===== config.mk =====
export PLATFORM = sky130hd
export DESIGN_NAME = hazard_ctl_flat
export DESIGN_NICKNAME = d
export VERILOG_FILES = /design/src/rtl/hazard_pkg.sv /design/src/rtl/hazard_ctl_if.sv /design/src/rtl/hazard_cmp.sv /design/src/rtl/hazard_ctl.sv /design/src/flat_wrapper.sv
export SDC_FILE = /design/constraint.sdc
export NUM_CORES = 1
export LEC_CHECK = 0
export CAP_MARGIN = 0
export CELL_PAD_IN_SITES_DETAIL_PLACEMENT = 1
export CELL_PAD_IN_SITES_GLOBAL_PLACEMENT = 1
export CORE_UTILIZATION = 17
export CTS_CLUSTER_SIZE = 16
export DETAILED_ROUTE_END_ITERATION = 6
export GPL_TIMING_DRIVEN = 1
export PLACE_DENSITY_LB_ADDON = 0.1
export SLEW_MARGIN = 0
export SYNTH_ARGS = -nofsm -noshare
export SYNTH_HDL_FRONTEND = slang
export SYNTH_SLANG_ARGS = --single-unit

===== constraint.sdc =====
create_clock -name clk -period 2 [get_ports clk]
set_input_delay 0.4 -clock clk [delete_from_list [all_inputs] [get_ports clk]]
set_output_delay 0.4 -clock clk [all_outputs]
set_load 0.005 [all_outputs]

===== src/rtl/hazard_pkg.sv =====
// Shared types and constants for the pipeline hazard/stall scheduler.
package hazard_pkg;

  localparam int REG_ADDR_W = 5;
  localparam logic [REG_ADDR_W-1:0] REG_X0 = 5'd0;

  typedef enum logic [1:0] {
    RUN      = 2'd0,
    MEM_WAIT = 2'd1,
    REDIRECT = 2'd2,
    LOAD_USE = 2'd3
  } hz_state_e;

endpackage


===== src/rtl/hazard_ctl_if.sv =====
// Pipeline-side signals of the hazard scheduler: master = pipeline, slave = hazard_ctl.
interface hazard_ctl_if #(
  parameter int XLEN = 32
);
  import hazard_pkg::*;

  logic                  de_valid;
  logic [REG_ADDR_W-1:0] de_rs1;
  logic [REG_ADDR_W-1:0] de_rs2;
  logic                  de_uses_rs1;
  logic                  de_uses_rs2;
  logic                  ex_valid;
  logic [REG_ADDR_W-1:0] ex_rd;
  logic                  ex_is_load;
  logic                  ex_br_taken;
  logic [XLEN-1:0]       ex_br_target;
  logic                  mem_req;
  logic                  mem_ready;

  logic                  stall_if;
  logic                  stall_de;
  logic                  stall_ex;
  logic                  flush_de;
  logic                  flush_ex;
  logic                  pc_redirect;
  logic [XLEN-1:0]       pc_redirect_target;
  logic [1:0]            hz_state;

  modport master (
    output de_valid, de_rs1, de_rs2, de_uses_rs1, de_uses_rs2,
           ex_valid, ex_rd, ex_is_load, ex_br_taken, ex_br_target,
           mem_req, mem_ready,
    input  stall_if, stall_de, stall_ex, flush_de, flush_ex,
           pc_redirect, pc_redirect_target, hz_state
  );

  modport slave (
    input  de_valid, de_rs1, de_rs2, de_uses_rs1, de_uses_rs2,
           ex_valid, ex_rd, ex_is_load, ex_br_taken, ex_br_target,
           mem_req, mem_ready,
    output stall_if, stall_de, stall_ex, flush_de, flush_ex,
           pc_redirect, pc_redirect_target, hz_state
  );

endinterface


===== src/rtl/hazard_cmp.sv =====
// Source-vs-destination register match for one decode operand; x0 never matches.
module hazard_cmp
  import hazard_pkg::*;
(
  input  logic                  de_valid,
  input  logic                  uses,
  input  logic [REG_ADDR_W-1:0] rs,
  input  logic                  ex_valid,
  input  logic [REG_ADDR_W-1:0] ex_rd,
  output logic                  match
);

  assign match = de_valid & uses & ex_valid & (ex_rd != REG_X0) & (rs == ex_rd);

endmodule


===== src/rtl/hazard_ctl.sv =====
// Hazard/stall scheduler: load-use, data-memory wait and branch redirect control.
// Optional performance counters are enabled by defining HAZARD_PERF_CNT_EN.
module hazard_ctl
  import hazard_pkg::*;
#(
  parameter int XLEN             = 32,
  parameter int REDIRECT_BUBBLES = 1,
  parameter int CNT_W            = 32
) (
  input  logic             clk,
  input  logic             rst,
  hazard_ctl_if.slave      hz
`ifdef HAZARD_PERF_CNT_EN
  ,
  output logic [CNT_W-1:0] perf_stall_cyc,
  output logic [CNT_W-1:0] perf_flush_evt
`endif
);

  localparam logic [2:0] BUB_INIT = 3'(REDIRECT_BUBBLES);

  hz_state_e       state, state_nxt;
  logic [2:0]      bub_cnt, bub_nxt;
  logic            match_rs1, match_rs2;
  logic            load_use, mem_wait, br_redirect;
  logic            s_if, s_de, s_ex, f_de, f_ex, redir;
  logic [XLEN-1:0] br_target;

  assign br_target = hz.ex_br_target;

  hazard_cmp u_cmp_rs1 (
    .de_valid (hz.de_valid),
    .uses     (hz.de_uses_rs1),
    .rs       (hz.de_rs1),
    .ex_valid (hz.ex_valid),
    .ex_rd    (hz.ex_rd),
    .match    (match_rs1)
  );

  hazard_cmp u_cmp_rs2 (
    .de_valid (hz.de_valid),
    .uses     (hz.de_uses_rs2),
    .rs       (hz.de_rs2),
    .ex_valid (hz.ex_valid),
    .ex_rd    (hz.ex_rd),
    .match    (match_rs2)
  );

  assign load_use    = hz.ex_is_load & (match_rs1 | match_rs2);
  assign mem_wait    = hz.mem_req & ~hz.mem_ready;
  assign br_redirect = hz.ex_valid & hz.ex_br_taken;

  // A memory wait inside REDIRECT freezes the bubble count so the flush resumes afterwards.
  always_comb begin
    s_if      = 1'b0;
    s_de      = 1'b0;
    s_ex      = 1'b0;
    f_de      = 1'b0;
    f_ex      = 1'b0;
    redir     = 1'b0;
    state_nxt = state;
    bub_nxt   = bub_cnt;
    if (rst) begin
      f_de      = 1'b1;
      f_ex      = 1'b1;
      state_nxt = RUN;
      bub_nxt   = 3'd0;
    end else begin
      case (state)
        RUN: begin
          if (mem_wait) begin
            s_if      = 1'b1;
            s_de      = 1'b1;
            s_ex      = 1'b1;
            state_nxt = MEM_WAIT;
          end else if (br_redirect) begin
            redir = 1'b1;
            f_de  = 1'b1;
            f_ex  = 1'b1;
            if (REDIRECT_BUBBLES > 0) begin
              state_nxt = REDIRECT;
              bub_nxt   = BUB_INIT;
            end
          end else if (load_use) begin
            s_if      = 1'b1;
            s_de      = 1'b1;
            f_ex      = 1'b1;
            state_nxt = LOAD_USE;
          end
        end
        MEM_WAIT: begin
          if (!hz.mem_ready) begin
            s_if = 1'b1;
            s_de = 1'b1;
            s_ex = 1'b1;
          end else begin
            state_nxt = RUN;
          end
        end
        REDIRECT: begin
          if (mem_wait) begin
            s_if = 1'b1;
            s_de = 1'b1;
            s_ex = 1'b1;
          end else begin
            f_de = 1'b1;
            if (bub_cnt <= 3'd1) begin
              state_nxt = RUN;
              bub_nxt   = 3'd0;
            end else begin
              bub_nxt = bub_cnt - 3'd1;
            end
          end
        end
        LOAD_USE: begin
          if (mem_wait) begin
            s_if      = 1'b1;
            s_de      = 1'b1;
            s_ex      = 1'b1;
            state_nxt = MEM_WAIT;
          end else begin
            state_nxt = RUN;
          end
        end
        default: state_nxt = RUN;
      endcase
    end
  end

  always_ff @(posedge clk or posedge rst) begin
    if (rst) begin
      state   <= RUN;
      bub_cnt <= 3'd0;
    end else begin
      state   <= state_nxt;
      bub_cnt <= bub_nxt;
    end
  end

  assign hz.stall_if           = s_if;
  assign hz.stall_de           = s_de;
  assign hz.stall_ex           = s_ex;
  assign hz.flush_de           = f_de;
  assign hz.flush_ex           = f_ex;
  assign hz.pc_redirect        = redir;
  assign hz.pc_redirect_target = redir ? br_target : '0;
  assign hz.hz_state           = state;

`ifdef HAZARD_PERF_CNT_EN
  localparam logic [CNT_W-1:0] CNT_ONE = {{(CNT_W-1){1'b0}}, 1'b1};

  always_ff @(posedge clk or posedge rst) begin
    if (rst) begin
      perf_stall_cyc <= '0;
      perf_flush_evt <= '0;
    end else begin
      if (s_if) perf_stall_cyc <= perf_stall_cyc + CNT_ONE;
      if (redir) perf_flush_evt <= perf_flush_evt + CNT_ONE;
    end
  end
`else
  logic unused_cnt_w;
  assign unused_cnt_w = (CNT_W > 0);
`endif

endmodule


===== src/flat_wrapper.sv =====
// flat-port wrapper written by rule: the top's interface ports become plain ports
module hazard_ctl_flat import hazard_pkg::*;
#(
  parameter int XLEN             = 32,
  parameter int REDIRECT_BUBBLES = 1,
  parameter int CNT_W            = 32
)
  (clk, rst, hz_de_valid, hz_de_rs1, hz_de_rs2, hz_de_uses_rs1, hz_de_uses_rs2, hz_ex_valid, hz_ex_rd, hz_ex_is_load, hz_ex_br_taken, hz_ex_br_target, hz_mem_req, hz_mem_ready, hz_stall_if, hz_stall_de, hz_stall_ex, hz_flush_de, hz_flush_ex, hz_pc_redirect, hz_pc_redirect_target, hz_hz_state);
  hazard_ctl_if #(.XLEN(XLEN)) hz_i ();
  input  logic clk;
  input  logic rst;
  input wire logic [$bits(hz_i.de_valid)-1:0] hz_de_valid;
  input wire logic [$bits(hz_i.de_rs1)-1:0] hz_de_rs1;
  input wire logic [$bits(hz_i.de_rs2)-1:0] hz_de_rs2;
  input wire logic [$bits(hz_i.de_uses_rs1)-1:0] hz_de_uses_rs1;
  input wire logic [$bits(hz_i.de_uses_rs2)-1:0] hz_de_uses_rs2;
  input wire logic [$bits(hz_i.ex_valid)-1:0] hz_ex_valid;
  input wire logic [$bits(hz_i.ex_rd)-1:0] hz_ex_rd;
  input wire logic [$bits(hz_i.ex_is_load)-1:0] hz_ex_is_load;
  input wire logic [$bits(hz_i.ex_br_taken)-1:0] hz_ex_br_taken;
  input wire logic [$bits(hz_i.ex_br_target)-1:0] hz_ex_br_target;
  input wire logic [$bits(hz_i.mem_req)-1:0] hz_mem_req;
  input wire logic [$bits(hz_i.mem_ready)-1:0] hz_mem_ready;
  output wire logic [$bits(hz_i.stall_if)-1:0] hz_stall_if;
  output wire logic [$bits(hz_i.stall_de)-1:0] hz_stall_de;
  output wire logic [$bits(hz_i.stall_ex)-1:0] hz_stall_ex;
  output wire logic [$bits(hz_i.flush_de)-1:0] hz_flush_de;
  output wire logic [$bits(hz_i.flush_ex)-1:0] hz_flush_ex;
  output wire logic [$bits(hz_i.pc_redirect)-1:0] hz_pc_redirect;
  output wire logic [$bits(hz_i.pc_redirect_target)-1:0] hz_pc_redirect_target;
  output wire logic [$bits(hz_i.hz_state)-1:0] hz_hz_state;
  assign hz_i.de_valid = hz_de_valid;
  assign hz_i.de_rs1 = hz_de_rs1;
  assign hz_i.de_rs2 = hz_de_rs2;
  assign hz_i.de_uses_rs1 = hz_de_uses_rs1;
  assign hz_i.de_uses_rs2 = hz_de_uses_rs2;
  assign hz_i.ex_valid = hz_ex_valid;
  assign hz_i.ex_rd = hz_ex_rd;
  assign hz_i.ex_is_load = hz_ex_is_load;
  assign hz_i.ex_br_taken = hz_ex_br_taken;
  assign hz_i.ex_br_target = hz_ex_br_target;
  assign hz_i.mem_req = hz_mem_req;
  assign hz_i.mem_ready = hz_mem_ready;
  assign hz_stall_if = hz_i.stall_if;
  assign hz_stall_de = hz_i.stall_de;
  assign hz_stall_ex = hz_i.stall_ex;
  assign hz_flush_de = hz_i.flush_de;
  assign hz_flush_ex = hz_i.flush_ex;
  assign hz_pc_redirect = hz_i.pc_redirect;
  assign hz_pc_redirect_target = hz_i.pc_redirect_target;
  assign hz_hz_state = hz_i.hz_state;
  hazard_ctl #(.XLEN(XLEN), .REDIRECT_BUBBLES(REDIRECT_BUBBLES), .CNT_W(CNT_W)) u_core (.clk(clk), .rst(rst), .hz(hz_i));
endmodule

==> results.sh <==
export IMPL_status="complete, but fails checks"
export IMPL_violations="setup timing"
export IMPL_syn_mean_instance_area_sq_um=7.76
export IMPL_drtPass1Iterations=2
export IMPL_vdd_ir_drop_max_v=0.000133
export IMPL_grt_pass1_wl_um=6820
export IMPL_drc_errors=0
export IMPL_ctsHoldBuffers=0
export IMPL_clock_latency_ns=0.23
export IMPL_hold_worst_slack_ns=0.574
export IMPL_nets=297
export IMPL_io_pins=97
export IMPL_place_congestion=0.719
export IMPL_rsz0062_at_grt="true"
export IMPL_dieArea_sq_um=5410
export IMPL_cts_tree="yes"
export IMPL_cts_reportedPaths_clkPinSlew_ns=0.04
export IMPL_relSlewSlack=0.800
export IMPL_worstMarginPinSlew_ns=0.298
export IMPL_leakagePower_nw=1.01
export IMPL_place_inst=292
export IMPL_grt_usage=0.168
export IMPL_fin_util=0.465
export IMPL_syn_nets=171
export IMPL_drt_total_wl_um=4800
export IMPL_min_from="u_core.bub_cnt[2]$_DFFE_PP0P_"
export IMPL_vias=1313
export IMPL_seq_area_frac_synth=0.144
export IMPL_overflow=0
export IMPL_drive_gt1_frac=0.481
export IMPL_grt_max_degree=18
export IMPL_cts_root_buf="clkbuf_8"
export IMPL_fin_setup_tns_ns=-1.87
export IMPL_design_area_sq_um=2240
export IMPL_power_density_nw_per_um2=314
export IMPL_cts_sinks=5
export IMPL_ant_nets=0
export IMPL_dp_slack_ns=-0.782
export IMPL_max_clock_freq_mhz=478
export IMPL_fin_crit_sh=1.05
export IMPL_crit_start="u_core.hz.hz_state[0]$_DFFE_PP0P_"
export IMPL_initial_utilization=0.181
export IMPL_first_global_vias=1306
export IMPL_worstPathMaxFanout=9
export IMPL_syn_cell_area_sq_um=870
export IMPL_cp_arrival_ns=1.69
export IMPL_worst_slack_ns=-0.0918
export IMPL_layout_min_cycle_time_ns=2.09
export IMPL_numCtsBuffers=3
export IMPL_postSynthCellCount=112
export IMPL_yosysWarnings=0
export IMPL_routedWlPerCell_um=15.8
export IMPL_dpl_hpwl_um=3550
export IMPL_crit_required_ns=1.60
export IMPL_max_cap_violations=0
export IMPL_ys_ff_latch=5
export IMPL_stdcell_count=304
export IMPL_num_antenna_cells=0
export IMPL_finalHoldViolCount=0
export IMPL_core_area_sq_um=4820
export IMPL_synth_cell_types=39
export IMPL_critPathLaunchType="flip-flop"
export IMPL_grt_antenna_before_repair=0
export IMPL_io_buffers=96
export IMPL_dr_first_iter_drc_count=13
export IMPL_areaGrowthSynthToFinish_pct=158
export IMPL_setup_viol_count_final=31
export IMPL_cp_end_kind="output port"
export IMPL_htree_num_levels=1
export IMPL_timing_rr_start="u_core.hz.hz_state[1]$_DFFE_PP0P_"
export IMPL_drv_slew=0
export IMPL_critical_path_class="reg2out"
export IMPL_placed_cell_area_sq_um=2040
export IMPL_routed_via_density=4.32
export IMPL_hp_class="reg2reg"
export IMPL_rows=25
export IMPL_die_width_um=73.5
export IMPL_total_power_mw=0.703
export IMPL_die_h_um=73.5
export IMPL_clock_path_buffers=2
export IMPL_clock_skew_ns=0.000640
## flip-flops by register name, summed over array words and instances, names as in the netlist
signal	count
u_core.bub_cnt	3
u_core.hz.hz_state	2
## worst paths after layout
check	end	slack (ns)	depth (start not counted)
setup / recovery	hz_pc_redirect_target[31]	-0.09	5
hold / removal	u_core.bub_cnt[2]$_DFFE_PP0P_	0.57	1
setup reg to reg	u_core.hz.hz_state[1]$_DFFE_PP0P_	0.19	7
hold reg to reg	u_core.bub_cnt[2]$_DFFE_PP0P_	0.57	1
max in group asynchronous	u_core.hz.hz_state[1]$_DFFE_PP0P_	1.16	4
min in group asynchronous	u_core.bub_cnt[0]$_DFFE_PP0P_	0.73	4
## cells in the mapped netlist
| library cell | instances | area (sq um) |
|---|---|---|
| and2_1 | 33 | 206 |
| o311ai_0 | 1 | 8.76 |
| buf_4 | 1 | 7.51 |
| mux2_2 | 1 | 11.3 |
| clkbuf_8 | 1 | 13.8 |
| nand2b_1 | 1 | 6.26 |
| o22ai_1 | 1 | 6.26 |
| o21a_1 | 1 | 7.51 |
| maj3_1 | 1 | 10.0 |
| o211a_1 | 1 | 10.0 |
| dfrtp_1 | 5 | 125 |
| a211oi_1 | 1 | 7.51 |
| o22a_1 | 1 | 8.76 |
| nor2b_1 | 1 | 6.26 |
| o211ai_1 | 1 | 7.51 |
| a21oi_1 | 2 | 10.0 |
| o21ba_2 | 1 | 10.0 |
| nand4_1 | 4 | 25.0 |
| or3_4 | 1 | 11.3 |
| o32ai_1 | 1 | 8.76 |
| nor3_4 | 1 | 16.3 |
| nor2b_2 | 1 | 8.76 |
| nand3_1 | 1 | 5.00 |
| o2bb2ai_1 | 1 | 8.76 |
| clkbuf_1 | 1 | 3.75 |
| buf_2 | 1 | 5.00 |
| o221ai_1 | 2 | 17.5 |
| or4_1 | 3 | 22.5 |
| a31oi_1 | 1 | 6.26 |
| nor2_1 | 3 | 11.3 |
| o41ai_2 | 1 | 16.3 |
| inv_1 | 6 | 22.5 |
| xnor2_1 | 10 | 87.6 |
| buf_6 | 3 | 33.8 |
| a21boi_0 | 1 | 7.51 |
| nor3_1 | 3 | 15.0 |
| o21ai_0 | 6 | 30.0 |
| nand2_1 | 5 | 18.8 |
| ha_1 | 2 | 25.0 |
## power by group
| group | switching, mW | leakage [nW] | internal [mW] |
|---|---|---|---|
| registers | 0.00624 | 0.0677 | 0.108 |
| logic | 0.146 | 0.922 | 0.246 |
| clock network | 0.0591 | 0.0228 | 0.138 |
| total | 0.211 | 1.01 | 0.492 |
## what timing repair did
item | in CTS | in global routing
cloned | 2 | 1
pin swaps | 27 | 15
endpoints found under the setup margin | 38 | 38
resized for setup | 209 | 39
buffers inserted | 6 | 2
## critical path, stage by stage, from the launching register on
cell,delay [ns]
dfrtp_1,0.37
or3_4,0.41
nor3_4,0.18
buf_6,0.16
and2_1,0.14
clkdlybuf4s15_2,0.21
## cell type report
| class | count | area [sq um] |
|---|---|---|
| repair buffers | 128 | 1210 |
| inverters | 6 | 22.5 |
| fillers | 580 | 2570 |
| clock buffers | 4 | 45.0 |
| multi-input cells | 94 | 759 |
| flip-flops and latches | 5 | 125 |
| well taps | 67 | 83.8 |
## layout by cell type, fill, tap and decap left out, types with 2 or more instances in the layout
| master | instances |
|---|---|
| buf_6 | 33 |
| clkbuf_8 | 3 |
| and2_4 | 24 |
| nor3_1 | 2 |
| ha_1 | 2 |
| o21ai_0 | 6 |
| clkdlybuf4s50_1 | 38 |
| dlygate4sd2_1 | 16 |
| and2_1 | 9 |
| inv_1 | 6 |
| clkdlybuf4s15_2 | 3 |
| nor2_1 | 3 |
| xnor2_1 | 9 |
| buf_2 | 12 |
| nand2_1 | 4 |
| buf_4 | 24 |
| or4_1 | 3 |
| dfrtp_1 | 5 |
| nand4_1 | 4 |
| buf_12 | 2 |
| o221ai_2 | 2 |
## metal layers
layer	share of wire	up-vias	global-route usage
met2	0.54	67	0.328
met1	0.34	598	0.173
met3	0.095	10	0.0302
met4	0.025	0	0.0684
li1	-	638	-
met5	0	-	0
## logic make-up (layout without fill, tap and decap cells)
logic type / after synthesis / count (layout) / synth area share
and+or+nand+nor: 57 / 57 / 0.406
AOI/OAI and AO/OA: 23 / 23 / 0.197
buffers and inverters: 13 / 138 / 0.0993
xor gates and xnor gates: 10 / 10 / 0.101
DFF: 5 / 5 / 0.144
adders and majority gates: 3 / 3 / 0.0403
muxes: 1 / 1 / 0.0129
No activity file was read; power rests on OpenSTA's default activity.
